[src/rtl/l1i_refill_controller.sv]
// L1I miss-handling sequencer: in-order miss queue, line-aligned memory read, multi-beat line assembly.
// Optional feature macro: L1I_MISS_MERGE_EN merges misses to a line already held in the queue.
module l1i_refill_controller #(
    parameter int fetchingAddressWidth    = 64,
    parameter int cacheLineWidth          = 512,
    parameter int memBusWidth             = 128,
    parameter int offsetWidth             = 6,
    parameter int PidSize                 = 20,
    parameter int TidSize                 = 16,
    parameter int instructionCounterWidth = 64,
    parameter int missQueueDepth          = 2
) (
    input  logic                               clock_i,
    input  logic                               reset_i,
    input  logic                               cacheMiss_i,
    input  logic [fetchingAddressWidth-1:0]    missedAddress_i,
    input  logic [PidSize-1:0]                 missedPid_i,
    input  logic [TidSize-1:0]                 missedTid_i,
    input  logic [instructionCounterWidth-1:0] missedInstMajorId_i,
    output logic                               missAccept_o,
    output logic                               missOverflow_o,
    output logic                               memReq_o,
    output logic [fetchingAddressWidth-1:0]    memReqAddress_o,
    input  logic                               memReqReady_i,
    input  logic                               memResp_i,
    input  logic [memBusWidth-1:0]             memRespData_i,
    output logic                               cacheUpdate_o,
    output logic [fetchingAddressWidth-1:0]    cacheUpdateAddress_o,
    output logic [cacheLineWidth-1:0]          cacheUpdateLine_o,
    output logic [PidSize-1:0]                 cacheUpdatePid_o,
    output logic [TidSize-1:0]                 cacheUpdateTid_o,
    output logic                               fetchStall_o,
    output logic [instructionCounterWidth-1:0] refillMajorId_o
);

    localparam int BEATS  = cacheLineWidth / memBusWidth;
    localparam int BEAT_W = (BEATS > 1) ? $clog2(BEATS) : 1;
    localparam int PTR_W  = $clog2(missQueueDepth);
    localparam int CNT_W  = PTR_W + 1;
    localparam logic [BEAT_W-1:0] LAST_BEAT = BEAT_W'(BEATS - 1);
    localparam logic [CNT_W-1:0]  DEPTH     = CNT_W'(missQueueDepth);
    localparam logic [fetchingAddressWidth-1:0] OFFSET_MASK =
        {{(fetchingAddressWidth - offsetWidth){1'b0}}, {offsetWidth{1'b1}}};

    typedef enum logic [1:0] {
        S_IDLE   = 2'd0,
        S_REQ    = 2'd1,
        S_RECV   = 2'd2,
        S_UPDATE = 2'd3
    } state_t;

    state_t                    state_q, state_d;
    logic [PTR_W-1:0]          rdPtr_q, rdPtr_d;
    logic [PTR_W-1:0]          wrPtr_q, wrPtr_d;
    logic [CNT_W-1:0]          count_q, count_d;
    logic [CNT_W-1:0]          remain;
    logic [BEAT_W-1:0]         beat_q, beat_d;
    logic [cacheLineWidth-1:0] line_q, line_d;

    logic [fetchingAddressWidth-1:0]    qAddr_q [missQueueDepth];
    logic [PidSize-1:0]                 qPid_q  [missQueueDepth];
    logic [TidSize-1:0]                 qTid_q  [missQueueDepth];
    logic [instructionCounterWidth-1:0] qMid_q  [missQueueDepth];

    logic [fetchingAddressWidth-1:0]    missLine;
    logic [fetchingAddressWidth-1:0]    nextHeadAddr;
    logic                               mergeHit;
    logic                               enq;
    logic                               pop;

    logic                               memReq_q;
    logic [fetchingAddressWidth-1:0]    memReqAddr_q;
    logic                               cacheUpdate_q;
    logic [fetchingAddressWidth-1:0]    updAddr_q;
    logic [cacheLineWidth-1:0]          updLine_q;
    logic [PidSize-1:0]                 updPid_q;
    logic [TidSize-1:0]                 updTid_q;
    logic [instructionCounterWidth-1:0] updMid_q;
    logic                               stall_q;
    logic                               overflow_q;

    assign missLine     = missedAddress_i & ~OFFSET_MASK;
    assign missAccept_o = (count_q < DEPTH);

`ifdef L1I_MISS_MERGE_EN
    // Every occupied slot is compared, including the head still being refilled.
    always_comb begin
        mergeHit = 1'b0;
        for (int k = 0; k < missQueueDepth; k++) begin
            if ((CNT_W'(k) < count_q) && (qAddr_q[rdPtr_q + PTR_W'(k)] == missLine)) begin
                mergeHit = 1'b1;
            end
        end
    end
`else
    assign mergeHit = 1'b0;
`endif

    assign enq     = cacheMiss_i && missAccept_o && !mergeHit;
    assign pop     = (state_q == S_UPDATE);
    assign count_d = count_q + CNT_W'(enq) - CNT_W'(pop);
    assign wrPtr_d = wrPtr_q + PTR_W'(enq);
    assign rdPtr_d = rdPtr_q + PTR_W'(pop);
    assign remain  = count_q - CNT_W'(pop);

    // After a pop that empties the stored entries, the new head is the miss written this cycle.
    assign nextHeadAddr = (remain == '0) ? missLine : qAddr_q[rdPtr_d];

    always_comb begin
        state_d = state_q;
        beat_d  = beat_q;
        line_d  = line_q;
        unique case (state_q)
            S_IDLE: begin
                if (count_q != '0) begin
                    state_d = S_REQ;
                end
            end
            S_REQ: begin
                if (memReqReady_i) begin
                    state_d = S_RECV;
                    beat_d  = '0;
                end
            end
            S_RECV: begin
                if (memResp_i) begin
                    line_d[(BEATS - 1 - int'(beat_q)) * memBusWidth +: memBusWidth] = memRespData_i;
                    if (beat_q == LAST_BEAT) begin
                        beat_d  = '0;
                        state_d = S_UPDATE;
                    end else begin
                        beat_d = beat_q + BEAT_W'(1);
                    end
                end
            end
            S_UPDATE: begin
                state_d = (count_d != '0) ? S_REQ : S_IDLE;
            end
            default: state_d = S_IDLE;
        endcase
    end

    always_ff @(posedge clock_i) begin
        if (enq) begin
            qAddr_q[wrPtr_q] <= missLine;
            qPid_q[wrPtr_q]  <= missedPid_i;
            qTid_q[wrPtr_q]  <= missedTid_i;
            qMid_q[wrPtr_q]  <= missedInstMajorId_i;
        end
        line_q <= line_d;
    end

    always_ff @(posedge clock_i) begin
        if (reset_i) begin
            state_q       <= S_IDLE;
            rdPtr_q       <= '0;
            wrPtr_q       <= '0;
            count_q       <= '0;
            beat_q        <= '0;
            memReq_q      <= 1'b0;
            memReqAddr_q  <= '0;
            cacheUpdate_q <= 1'b0;
            updAddr_q     <= '0;
            updLine_q     <= '0;
            updPid_q      <= '0;
            updTid_q      <= '0;
            updMid_q      <= '0;
            stall_q       <= 1'b0;
            overflow_q    <= 1'b0;
        end else begin
            state_q       <= state_d;
            rdPtr_q       <= rdPtr_d;
            wrPtr_q       <= wrPtr_d;
            count_q       <= count_d;
            beat_q        <= beat_d;
            memReq_q      <= (state_d == S_REQ);
            cacheUpdate_q <= (state_d == S_UPDATE);
            stall_q       <= (count_d != '0) || (state_d != S_IDLE);
            overflow_q    <= overflow_q | (cacheMiss_i && !missAccept_o && !mergeHit);
            if (state_d == S_REQ) begin
                memReqAddr_q <= nextHeadAddr;
            end
            // Update-port fields are captured on the final beat and held until the next refill.
            if ((state_q == S_RECV) && (state_d == S_UPDATE)) begin
                updAddr_q <= qAddr_q[rdPtr_q];
                updLine_q <= line_d;
                updPid_q  <= qPid_q[rdPtr_q];
                updTid_q  <= qTid_q[rdPtr_q];
                updMid_q  <= qMid_q[rdPtr_q];
            end
        end
    end

    assign missOverflow_o       = overflow_q;
    assign memReq_o             = memReq_q;
    assign memReqAddress_o      = memReqAddr_q;
    assign cacheUpdate_o        = cacheUpdate_q;
    assign cacheUpdateAddress_o = updAddr_q;
    assign cacheUpdateLine_o    = updLine_q;
    assign cacheUpdatePid_o     = updPid_q;
    assign cacheUpdateTid_o     = updTid_q;
    assign refillMajorId_o      = updMid_q;
    assign fetchStall_o         = stall_q;

endmodule

[config.mk]
export PLATFORM = sky130hd
export DESIGN_NAME = l1i_refill_controller
export DESIGN_NICKNAME = d
export VERILOG_FILES = /design/src/rtl/l1i_refill_controller.sv
export SDC_FILE = /design/constraint.sdc
export NUM_CORES = 2
export LEC_CHECK = 0
export CAP_MARGIN = 0
export CORE_AREA = 2 2 401 403
export DETAILED_ROUTE_END_ITERATION = 12
export DIE_AREA = 0 0 403 405
export PLACE_DENSITY = 0.64
export SLEW_MARGIN = 10
export SYNTH_ARGS = -nofsm -noshare
export SYNTH_HDL_FRONTEND = slang
export SYNTH_SLANG_ARGS = --single-unit
[constraint.sdc]
create_clock -name clock_i -period 5.3 [get_ports clock_i]
set_clock_uncertainty 0.2 [all_clocks]
set_input_delay 0.53 -clock clock_i [delete_from_list [all_inputs] [get_ports clock_i]]
set_output_delay 0.53 -clock clock_i [all_outputs]
set_load 0.01 [all_outputs]
==> summary.md <==
| Metric | Value |
|---|---|
| Status | finished, final reports clean |
| Post-layout minimum cycle time | 3.16 ns |
| Switching pwr | about 6.4 mW |
| Worst Setup SP | beat_q[0]$_SDFFE_PP0P_ |
| Total CTS buffers | 165 |
| Clk sink count | approximately 1600 |
| Cell count after synthesis | 5431 |
| Vias per cell | about 5.3 |
| CP max stage delay | about 0.48 ns |
| CP endpoint kind | register |
| GP Congestion | 0.860 |
| Final period util | 59.6% |
| R2r startpoint | beat_q[0]$_SDFFE_PP0P_ |
| Final wirelength | 198000 microns |
| Vias in the first global route | 42964 |
| Initial DRC Count | roughly 3900 |
| Fill count | around 15000 |
| Residual DRC count | 0 |
| Initial Util | a little over a third |
| Worst hold start | missedPid_i[7] |
| Share of async-settable or async-resettable flops after synthesis | 0% |
| Final ANT Viol Nets | 0 |
| VDD IR-drop max | roughly 0.33 mV |
| Worst Tran Pin Value | 1.31 ns |
| Power, Total | around 27 mW |
| Detailed Place HPWL | 132000 microns |
| P&R area growth vs syn | 31.4% |
| Slew Limit Headroom | approximately an eighth |
| EDFF count, synth | about 320 |
| Die width | 403 microns |
| Worst-skew pair later-pin latency | between 0.7 and 0.8 ns |
| WL per Instance | around 23 microns |
| Synth Warn # | 0 |
| Multi-input logic area | 0.0183 sq mm |
| Post-synthesis sequential area ratio | a little over three fifths |
| # IOs | 1042 |
| Endpoints failing hold | 0 |
| RSZ-0062 raised after global routing | false |
| Main synth FF type | dfxtp_1 |
| Hold Path Class | input pin to register |
| Syn_area_per_cell | a little over 10 sq um |
| Combinational share of power | approximately 7.6% |
| Register bit total from synthesis | 1568 |
| Worst path required time | just under 6 ns |
| Leakage Power | about 26 nW |
| Critical path type | register to register |
| Port bufs | 1023 |
| Setup Total Neg Slack | 0 ns |
| Max-cap violation count | 0 |
| Total track usage | a little under a quarter |
| Cell variety after synth | 37 |
| Largest net degree at the start of global routing | between 150 and 200 |
| Die Footprint | between 0.15 and 0.2 sq mm |
| Nets | between 6000 and 7000 |
| Seq pwr share | between 40 and 50% |
| Initial antenna violation count | 32 |
| CTS resizes | 0 |
| Max Fclk | around 320 MHz |
| H-tree Lvls | 4 |
| Clock Path Buffers | 3 |
| Setup crit start kind | register |
| Synth Cell Area | around 0.055 sq mm |
| First-pass GRT wire length | between 200000 and 300000 microns |
| Arrival @ worst endpoint | between 3 and 4 ns |
| Grt ovf | 0 |
| CP Buf/Inv Count | 2 |
| P_int | between 20 and 25 mW |
| Layout cells sized above 1 | under 10% |
| CTS tree | yes |
| FP Rows | ~150 |
| Pwr/cell area | about 370 mW/mm^2 |
| Final setup fails | 0 |
| Crit path max fanout | 128 |
| Clk pwr share | between 40 and 50% |
| Family with the most delay on the worst path | buffers and inverters |
| Crit-path slowest cell | dfxtp_1 |
| Core Region | roughly 0.16 sq mm |
| Switching part of the total | between 20% and 30% |
| Worst path cell trace | inv_1 > ha_1 > nor3b_2 > buf_12 > nand3_1 > a311oi_1 |
| Worst-path clk slew | around 0.060 ns |
| Reg area | 0.0346 sq mm |
| DRT Pass-1 Iters | 6 |
| Die Y-Extent | roughly 410 microns |
| Via count | between 40000 and 50000 |
| Fin. max-slew vios | 0 |
| Root cell of the clock tree | clkbuf_16 |
==> per-layer routing <==
metal  routed length, microns  global-route usage (%)
met5                      204                       0
met4                     8730                    10.3
met3                    18700                    7.56
met2                    91200                    37.2
met1                    79500                    28.7
==> final timing paths <==
check                           slack, ns                                   to  cells past startpoint
worst max register to register       2.14  cacheUpdateLine_o[290]$_SDFFE_PP0P_                      6
worst max-delay path                 2.14  cacheUpdateLine_o[290]$_SDFFE_PP0P_                      6
worst min-delay path                 0.12               qPid_q[1][7]$_DFFE_PP_                      1
worst min register to register       0.24                  line_q[203]$_DFF_P_                      2
==> metrics by stage <==
stage	instance area (sq um)	util, %	hold WS, ns	std cells	setup WS [ns]
after floorplan	55300	-	0.211	5442	0.230
final	72600	45.6	0.121	8467	2.14
after detailed placement	66900	42.0	0.224	8153	1.81
after global routing	72600	45.6	0.0653	8465	2.06
after global placement	66900	42.0	0.218	8153	1.86
after CTS	72600	45.6	0.0530	8455	2.24
==> final cells by class <==
class / count / share of cell area, %
inverter: 67 / 0.346
timing repair buffer: 1094 / 15.3
tap: 2086 / 3.59
multi-input combinational: 3339 / 25.3
antenna: 12 / 0.0414
clock buffer: 246 / 6.85
sequential: 1568 / 47.6
clock inverter: 55 / 1.03
==> cell families (layout without fill, tap and decap cells) <==
| kind of cell | count (synthesis) | after routing | synth area share (%) |
|---|---|---|---|
| and+or+nand+nor | 2358 | 2358 | 17.5 |
| DFF | 1568 | 1568 | 62.5 |
| AOI/OAI and AO/OA | 801 | 801 | 12.3 |
| buffers and inverters | 535 | 1462 | 4.52 |
| muxes | 158 | 158 | 2.86 |
| adders and majority gates | 9 | 9 | 0.204 |
| other | 1 | 24 | 0.00679 |
| xor gates and xnor gates | 1 | 1 | 0.0408 |
==> registers in the layout, summed over array words and instances, names as in the netlist, 32 cells and up <==
| name | count |
|---|---|
| refillMajorId_o | 64 |
| cacheUpdateAddress_o | 58 |
| line_q | 512 |
| qTid_q | 32 |
| memReqAddress_o | 58 |
| qMid_q | 128 |
| qAddr_q | 116 |
| qPid_q | 40 |
| cacheUpdateLine_o | 512 |
==> power groups by stage <==
stage | clock network [mW] | registers [mW] | logic (mW)
after global placement | 0 | 13.4 | 2.02
final | 12.0 | 13.1 | 2.06
after global routing | 12.7 | 13.2 | 2.24
after CTS | 12.2 | 13.1 | 2.08
after detailed placement | 0 | 13.4 | 2.07
after floorplan | 0 | 13.4 | 1.01
==> worst register-to-register path, delay by kind of cell (launching register included) <==
family | cells | cell delay (ns)
AO/OA/AOI/OAI | 1 | 0.35
flip-flops | 1 | 0.48
adder cells (fa/ha/maj) | 1 | 0.43
buffers and inverters | 2 | 0.53
AND/OR/NAND/NOR | 2 | 1.07
==> repair_timing <==
item / 4_1_cts / 5_1_grt
setup buffers: 0 / 0
hold endpoints to repair: 25 / 0
hold buffers: 1 / 0
==> cell usage after synthesis (2+ instances only) <==
| cell type | count | area [sq um] |
|---|---|---|
| and2_1 | 8 | 50.1 |
| nor3_1 | 3 | 15.0 |
| buf_4 | 35 | 263 |
| a21o_1 | 2 | 15.0 |
| a311oi_1 | 512 | 4480 |
| o32ai_1 | 49 | 429 |
| a21oi_1 | 4 | 20.0 |
| dfxtp_1 | 1252 | 25100 |
| edfxtp_1 | 316 | 9490 |
| nand3_1 | 513 | 2570 |
| buf_2 | 202 | 1010 |
| a22oi_1 | 2 | 15.0 |
| buf_1 | 40 | 150 |
| and3_1 | 58 | 363 |
| mux2i_1 | 158 | 1580 |
| a211oi_1 | 217 | 1630 |
| o32ai_2 | 9 | 146 |
| inv_1 | 67 | 251 |
| buf_6 | 14 | 158 |
| nor2_1 | 739 | 2770 |
| clkbuf_1 | 177 | 664 |
| ha_1 | 9 | 113 |
| nand2_1 | 1031 | 3870 |
==> cells in the final DEF (no fill, tap or decap), types with 58 or more instances in the layout <==
cell             instances
dfxtp_1               1251
clkbuf_16              171
clkdlybuf4s50_1       1022
nand3_1                513
a311oi_1               512
inv_1                   67
nor2_1                 738
mux2i_1                158
a211oi_1               217
nand2_1               1026
and3_1                  58
edfxtp_1               316
Note: power is estimated with default switching activity, not from simulation.
